===== src/rtl/div_unit.sv =====
// div_unit: multi-cycle 32-bit radix-2 restoring divider for DIV/DIVU.
// result_o = {remainder, quotient}. Signed operands are converted to
// magnitudes up front, and the signs are applied again after the 32 iterations.
module div_unit (
    input  logic        clk,
    input  logic        rst,
    input  logic        signed_div_i,
    input  logic [31:0] opdata1_i,
    input  logic [31:0] opdata2_i,
    input  logic        start_i,
    input  logic        annul_i,
    output logic [63:0] result_o,
    output logic        ready_o
);

    typedef enum logic [1:0] {
        S_FREE    = 2'b00,
        S_BY_ZERO = 2'b01,
        S_ON      = 2'b10,
        S_END     = 2'b11
    } state_e;

    // Two's-complement negation, shared by operand magnitude and result sign fix-up
    function automatic logic [31:0] neg32(input logic [31:0] v);
        return (~v) + 32'd1;
    endfunction

    state_e      state_q,    state_d;
    logic [5:0]  cnt_q,      cnt_d;
    logic [64:0] dividend_q, dividend_d;
    logic [31:0] divisor_q,  divisor_d;
    logic        qneg_q,     qneg_d;
    logic        rneg_q,     rneg_d;
    logic [63:0] result_q,   result_d;
    logic        ready_q,    ready_d;

    logic [31:0] abs1_s;
    logic [31:0] abs2_s;
    logic [32:0] diff_s;
    logic [31:0] quot_s;
    logic [31:0] rem_s;

    // Operand magnitudes, trial subtraction and sign-corrected final values
    always_comb begin
        abs1_s = (signed_div_i && opdata1_i[31]) ? neg32(opdata1_i) : opdata1_i;
        abs2_s = (signed_div_i && opdata2_i[31]) ? neg32(opdata2_i) : opdata2_i;
        diff_s = {1'b0, dividend_q[63:32]} - {1'b0, divisor_q};
        quot_s = qneg_q ? neg32(dividend_q[31:0])  : dividend_q[31:0];
        rem_s  = rneg_q ? neg32(dividend_q[64:33]) : dividend_q[64:33];
    end

    // Next-state and datapath update for the divide sequencer
    always_comb begin
        state_d    = state_q;
        cnt_d      = cnt_q;
        dividend_d = dividend_q;
        divisor_d  = divisor_q;
        qneg_d     = qneg_q;
        rneg_d     = rneg_q;
        result_d   = result_q;
        ready_d    = ready_q;

        case (state_q)
            S_FREE: begin
                ready_d  = 1'b0;
                result_d = 64'h0;
                if (start_i && !annul_i) begin
                    if (opdata2_i == 32'd0) begin
                        state_d = S_BY_ZERO;
                    end else begin
                        state_d    = S_ON;
                        cnt_d      = 6'd0;
                        divisor_d  = abs2_s;
                        dividend_d = {32'd0, abs1_s, 1'b0};
                        qneg_d     = signed_div_i & (opdata1_i[31] ^ opdata2_i[31]);
                        rneg_d     = signed_div_i & opdata1_i[31];
                    end
                end else begin
                    state_d = S_FREE;
                end
            end
            S_BY_ZERO: begin
                dividend_d = 65'd0;
                state_d    = S_END;
            end
            S_ON: begin
                if (annul_i) begin
                    state_d  = S_FREE;
                    ready_d  = 1'b0;
                    result_d = 64'h0;
                    cnt_d    = 6'd0;
                end else if (cnt_q < 6'd32) begin
                    if (diff_s[32]) begin
                        dividend_d = {dividend_q[63:0], 1'b0};
                    end else begin
                        dividend_d = {diff_s[31:0], dividend_q[31:0], 1'b1};
                    end
                    cnt_d = cnt_q + 6'd1;
                end else begin
                    result_d = {rem_s, quot_s};
                    ready_d  = 1'b1;
                    state_d  = S_END;
                    cnt_d    = 6'd0;
                end
            end
            S_END: begin
                // Divide-by-zero arrives here with result already zero; ready rises now.
                if (start_i) begin
                    ready_d = 1'b1;
                end else begin
                    state_d  = S_FREE;
                    ready_d  = 1'b0;
                    result_d = 64'h0;
                end
            end
            default: begin
                state_d  = S_FREE;
                cnt_d    = 6'd0;
                ready_d  = 1'b0;
                result_d = 64'h0;
            end
        endcase
    end

    // State and datapath registers with synchronous reset
    always_ff @(posedge clk) begin
        if (rst) begin
            state_q    <= S_FREE;
            cnt_q      <= 6'd0;
            dividend_q <= 65'd0;
            divisor_q  <= 32'd0;
            qneg_q     <= 1'b0;
            rneg_q     <= 1'b0;
            result_q   <= 64'h0;
            ready_q    <= 1'b0;
        end else begin
            state_q    <= state_d;
            cnt_q      <= cnt_d;
            dividend_q <= dividend_d;
            divisor_q  <= divisor_d;
            qneg_q     <= qneg_d;
            rneg_q     <= rneg_d;
            result_q   <= result_d;
            ready_q    <= ready_d;
        end
    end

    assign result_o = result_q;
    assign ready_o  = ready_q;

endmodule


===== config.mk =====
export PLATFORM = sky130hd
export DESIGN_NAME = div_unit
export DESIGN_NICKNAME = d
export VERILOG_FILES = /design/src/rtl/div_unit.sv
export SDC_FILE = /design/constraint.sdc
export NUM_CORES = 1
export LEC_CHECK = 0
export BUFFER_PORTS_ARGS = -buffer_cell sky130_fd_sc_hd__buf_2
export CAP_MARGIN = 15
export CORE_MARGIN = 4
export CORE_UTILIZATION = 40
export CTS_CLUSTER_SIZE = 40
export DETAILED_ROUTE_END_ITERATION = 10
export SETUP_SLACK_MARGIN = 0.5
export SYNTH_ARGS = -nofsm -noshare
export SYNTH_HDL_FRONTEND = slang
export SYNTH_SLANG_ARGS = --single-unit

===== constraint.sdc =====
create_clock -name clk -period 4.1 [get_ports clk]
set_clock_uncertainty 0.05 [all_clocks]
set_input_delay 1.025 -clock clk [delete_from_list [all_inputs] [get_ports clk]]
set_output_delay 1.025 -clock clk [all_outputs]
set_load 0.02 [all_outputs]

Word level (Yosys, flattened, before mapping)
Cells that the tools add are included.
{ "word_totals": {"regBits": 172, "wordCells": 76, "output_inout_bits": 65, "input_bits": 69} }
{ "op_classes": {"addsub": 6, "n_bitwise": 8, "reduce_logical": 15, "n_lt_le_gt_ge": 1, "mux": 29, "eq_ne": 9} }
{ "ops": {"columns": ["operator", "count"], "rows": [
  ["two-way mux 65 bit", 5],
  ["one-hot mux 65 bit (3 select lines)", 1],
  ["two-way mux 64 bit", 3],
  ["one-hot mux 64 bit (3 select lines)", 1],
  ["adder 32 x 1 -> 32 bit (second input constant)", 4],
  ["two-way mux 32 bit", 4],
  ["inverter 32 bit", 4],
  ["subtractor 32 x 32 -> 33 bit", 1],
  ["zero test 32 bit", 1],
  ["two-way mux 6 bit", 4],
  ["one-hot mux 6 bit (2 select lines)", 1],
  ["two-way mux 2 bit", 5],
  ["!= test 2 bit (second input constant)", 5],
  ["AND reduction 3 bit", 3],
  ["one-hot mux 2 bit (4 select lines)", 1],
  ["adder 6 x 1 -> 6 bit (second input constant)", 1],
  ["< comparator 6 bit (second input constant)", 1],
  ["nonzero test 3 bit", 2],
  ["AND reduction 5 bit", 1],
  ["== test 2 bit (second input constant)", 2],
  ["AND reduction 2 bit", 2],
  ["logical AND 1 bit", 3],
  ["two-way mux 1 bit", 3],
  ["!= test 3 bit (second input constant)", 1],
  ["8 further kinds", 9]
]} }

Longest topological paths before layout
{ "depth": {"word_depth": 6, "ltp_mapped": 12, "ltp_nobuf": 11} }

Worst setup path after synthesis
Ideal clock, no wire load.
{ "synth_timing": {"kind": "input port to flip-flop", "startpoint": "in opdata2_i[3]", "endpoint": "reg dividend_q[56]", "required_ps": 3922, "stages": 9, "arrival_time_ps": 3166, "setup_time_ps": 128, "n_path_buf": 2, "setup_slack_ps": 756, "cell_sequence": "nor4_1 nand4b_1 nor4_4 a31o_2 buf_2 nor3_1 clkbuf_1 a32oi_1 o31ai_1"} }
{ "synth_via": {"elab_chain_len": 3} }
{ "synth_lines": {"columns": ["item", "line", "source"], "rows": [
  ["start, declared", "9", "input logic [31:0] opdata2_i,"],
  ["zero test 32 bit", "68", "if (opdata2_i == 32'd0) begin"],
  ["!= test 2 bit (no source line)", null, null],
  ["AND reduction 5 bit (no source line)", null, null],
  ["end signal, assigned", "139", "dividend_q <= dividend_d;"],
  ["end, declared", "30", "logic [64:0] dividend_q, dividend_d;"]
]} }
No other way between the ends.
A chain may end at the register's enable or synchronous reset.

Worst setup path in the final report
{ "layout_timing": {"startpoint": "reg dividend_q[36]", "endpoint": "reg dividend_q[55]"} }
{ "layout_via": {"elab_chain_len": 5} }
{ "layout_lines": {"columns": ["item", "line", "source"], "rows": [
  ["subtractor 32 x 32 -> 33 bit", "47", "diff_s = {1'b0, dividend_q[63:32]} - {1'b0, divisor_q};"],
  ["two-way mux 65 bit", "93", "if (diff_s[32]) begin"],
  ["two-way mux 65 bit", "92", "end else if (cnt_q < 6'd32) begin"],
  ["two-way mux 65 bit", "87", "if (annul_i) begin"],
  ["one-hot mux 65 bit (3 select lines)", "63", "case (state_q)"]
]} }
No other way between the ends. The select of a mux whose other input is x is not followed.

==> out/results.ini <==
[drt]
antenna_left = 0
drt-vias-per-instance = 5.53
wirelength_um = 31900
post-route-drc-count = 0
initialDrtViolationCount = 670
dr.pass1.iters = 5
avgRoutedWirePerCell_um = 17.0
num_vias = 10400

[placement]
placed_cells = 1847
place.gp.congestion = 0.951
dp_hpwl_um = 24600
pre_cts_ws_ns = 0.501
port-buffer-count = 133

[die]
num_rows = 60
core_area_mm2 = 0.0270
fp.dieW_um = 174
die_area_mm2 = 0.0303
start_util = 0.408
num_io_pins = 134
die-height_um = 174

[final_layout]
drive_gt1_frac = 0.147
syn2layout_area_growth_pct = 15.1
final_nets = 1638
fill_cells = 2748
final_cells = 1879
antennaDiodeCount = 0

[worst_setup_path]
crit_fanout = 29
reg2reg_to = dividend_q[55]
cp_cell_sequence = ha_1 > and2_1 > a221oi_1 > a21oi_1 > a21oi_1 > o221ai_1 > o21ai_4 > buf_4 > mux2i_1 > o21ai_0
cpMostUsedCell = a21oi_1
crit_slowest_cell = dfxtp_1
worst-path-buf-inv = 1
cp.arrival_ns = 3.74
criticalPathCategory = flip-flop to flip-flop
reg2reg_depth = 10
reg2reg_from = dividend_q[36]
crit_family = compound AO/OA/AOI/OAI gates
r2r_slack_ns = 0.62
worstSetupStartpointType = flip-flop
cpPeakStageDelay_ns = 0.44
end_kind = flip-flop
required_ns = 4.36

[clock_network]
clockRootBuffer = clkbuf_16
htree_num_levels = 4
cts_max_path_buffers = 2
clkTransAtPathRegs_ns = 0.07
cts_sinks = 172
clkLatencyLatePin_ns = 0.44
cts_tree = built
numCtsBuffers = 17
cts_hold_buffers = 0

[synthesis]
synth-main-ff-cell = dfxtp_1
synthXorXnorAreaFrac = 0.114
ys_ff_latch = 172
synth-edff-count = 0
syn-num-nets = 1536
synth_top_area_frac = 0.312
yosysWarnings = 0
synth-seq-area-share = 0.312
synth_compound_area_frac = 0.255
synth_cell_type_count = 69
synth_async_sr_flop_share = 0
synth_top_family_by_area = compound AO/OA/AOI/OAI gates
synth.mux.area_fraction = 0.0200
avgSynthCellArea_um2 = 7.75
synth_area_leader_cell = dfxtp_1
synthSimpleGateAreaFrac = 0.199
synthAdderAreaFrac = 0.0506
synthCells = 1423
synth_area_leaders = dfxtp_1, xnor2_1, o21ai_0
synth_area_mm2 = 0.0110

[hold_path]
worstHoldPathCells = 2
hold_path_end = result_o[53]
min_path_type = flip-flop to flip-flop
min_from = result_o[53]

[timing]
slew_headroom = 0.384
drv_slew = 0
setup_slack_ns = 0.620
finalHoldViolCount = 0
rsz0062_at_grt = false
setup-violations-final = 0
finalCritPeriodShare = 0.849
period_minus_slack_ns = 3.48
fmax_mhz = 287
fin_tns_setup_ns = 0
worst_pin_slew_ns = 0.921

[grt]
grt_max_degree = 49
track_usage = 0.208
grt_pass1_wl_um = 52000
grt_pass1_vias = 9397
gr-total-overflow = 0
grt_antenna_before_repair = 0

[pwr]
power_mw = 4.21
p_leak_nw = 5.30
ir_drop_mv = 0.199
p_per_area_mw_per_mm2 = 332

[run]
maxCapViolations = 0

[outcome]
outcome = completed

==> placed cells by master (no fill, tap or decap), types with 31 or more instances in the layout <==
cell      netlist  routed
nor3_1         31      31
dfxtp_1       172     172
nor2_1        151     149
buf_2           7     132
buf_4           0      36
xnor2_1        80      80
nand3_1        34      34
xor2_1         63      63
a211oi_1       35      35
inv_1          53      53
a21oi_1       107     106
o21ai_0       130     130
nand2_1       134     134
ha_1           43      43
==> stage by stage <==
stage,hold slack (ns),cell area (um2),utilization
3_3_place_gp,0.382,12100,0.447
3_5_place_dp,0.391,12100,0.447
6_report,0.404,12700,0.470
2_1_floorplan,0.382,11000,-
5_1_grt,0.436,12700,0.470
4_1_cts,0.409,12700,0.470
==> synth_stat cells, types with 34 or more instances <==
cell type  count
ha_1          43
nor2_1       151
o21ai_0      130
a21oi_1      107
xnor2_1       80
xor2_1        63
dfxtp_1      172
inv_1         53
nand2_1      134
clkbuf_1      69
a211oi_1      35
nand3_1       34
==> report_power, final <==
| group | total [mW] | switching [mW] | internal [mW] | leakage [nW] |
|---|---|---|---|---|
| Combinational | 0.721 | 0.441 | 0.281 | 3.60 |
| Sequential | 1.77 | 0.0513 | 1.72 | 1.40 |
| Clock | 1.72 | 0.785 | 0.935 | 0.302 |
==> worst reg2reg max path, stage by stage, from the launching register on <==
cell and delay [ns]:
dfxtp_1 0.44, ha_1 0.32, and2_1 0.20, a221oi_1 0.34, a21oi_1 0.19, a21oi_1 0.37, o221ai_1 0.27, o21ai_4 0.39
buf_4 0.42, mux2i_1 0.24, o21ai_0 0.10
==> timing repair <==
action,CTS,global route
resized for setup,0,1
endpoints found under the setup margin,0,12
setup buffers,0,0
==> worst max-delay path by stage <==
stage,from,end,slack [ns],cells past startpoint
after global placement,opdata2_i[7],dividend_q[62],0.49,10
after detailed placement,opdata2_i[7],dividend_q[62],0.50,10
after floorplan,opdata2_i[3],dividend_q[56],0.76,9
final,dividend_q[36],dividend_q[55],0.62,10
after global routing,dividend_q[36],dividend_q[54],0.52,10
after CTS,dividend_q[36],dividend_q[55],0.67,10
==> state kept, by name (all words and copies together), names as in the netlist <==
signal / flops
dividend_q: 65
result_o: 64
divisor_q: 32
cnt_q: 6
state_q: 2
qneg_q: 1
ready_o: 1
rneg_q: 1
==> cells by family after synthesis <==
group,count (synthesis)
fa+ha+maj,44
simple gates,462
compound gates,441
mux,22
xor+xnor,143
flops,172
buf+inv,139
==> area by class of cell <==
class,instances,area (um2),share of cell area
Tap cell,341,427,0.0336
Timing Repair Buffer,168,931,0.0733
Clock buffer,17,425,0.0335
Clock inverter,15,198,0.0156
Multi-Input combinational cell,1112,7070,0.557
Sequential cell,172,3440,0.271
Inverter,54,203,0.0160
==> layer usage <==
metal | vias up | track usage | share of wire
met5 | - | 0 | 0
met4 | 0 | 0.0429 | 0.0094
met3 | 23 | 0.0389 | 0.069
met2 | 325 | 0.271 | 0.38
met1 | 4738 | 0.345 | 0.54
li1 | 5311 | - | -
(Power assumes the default switching activity.)
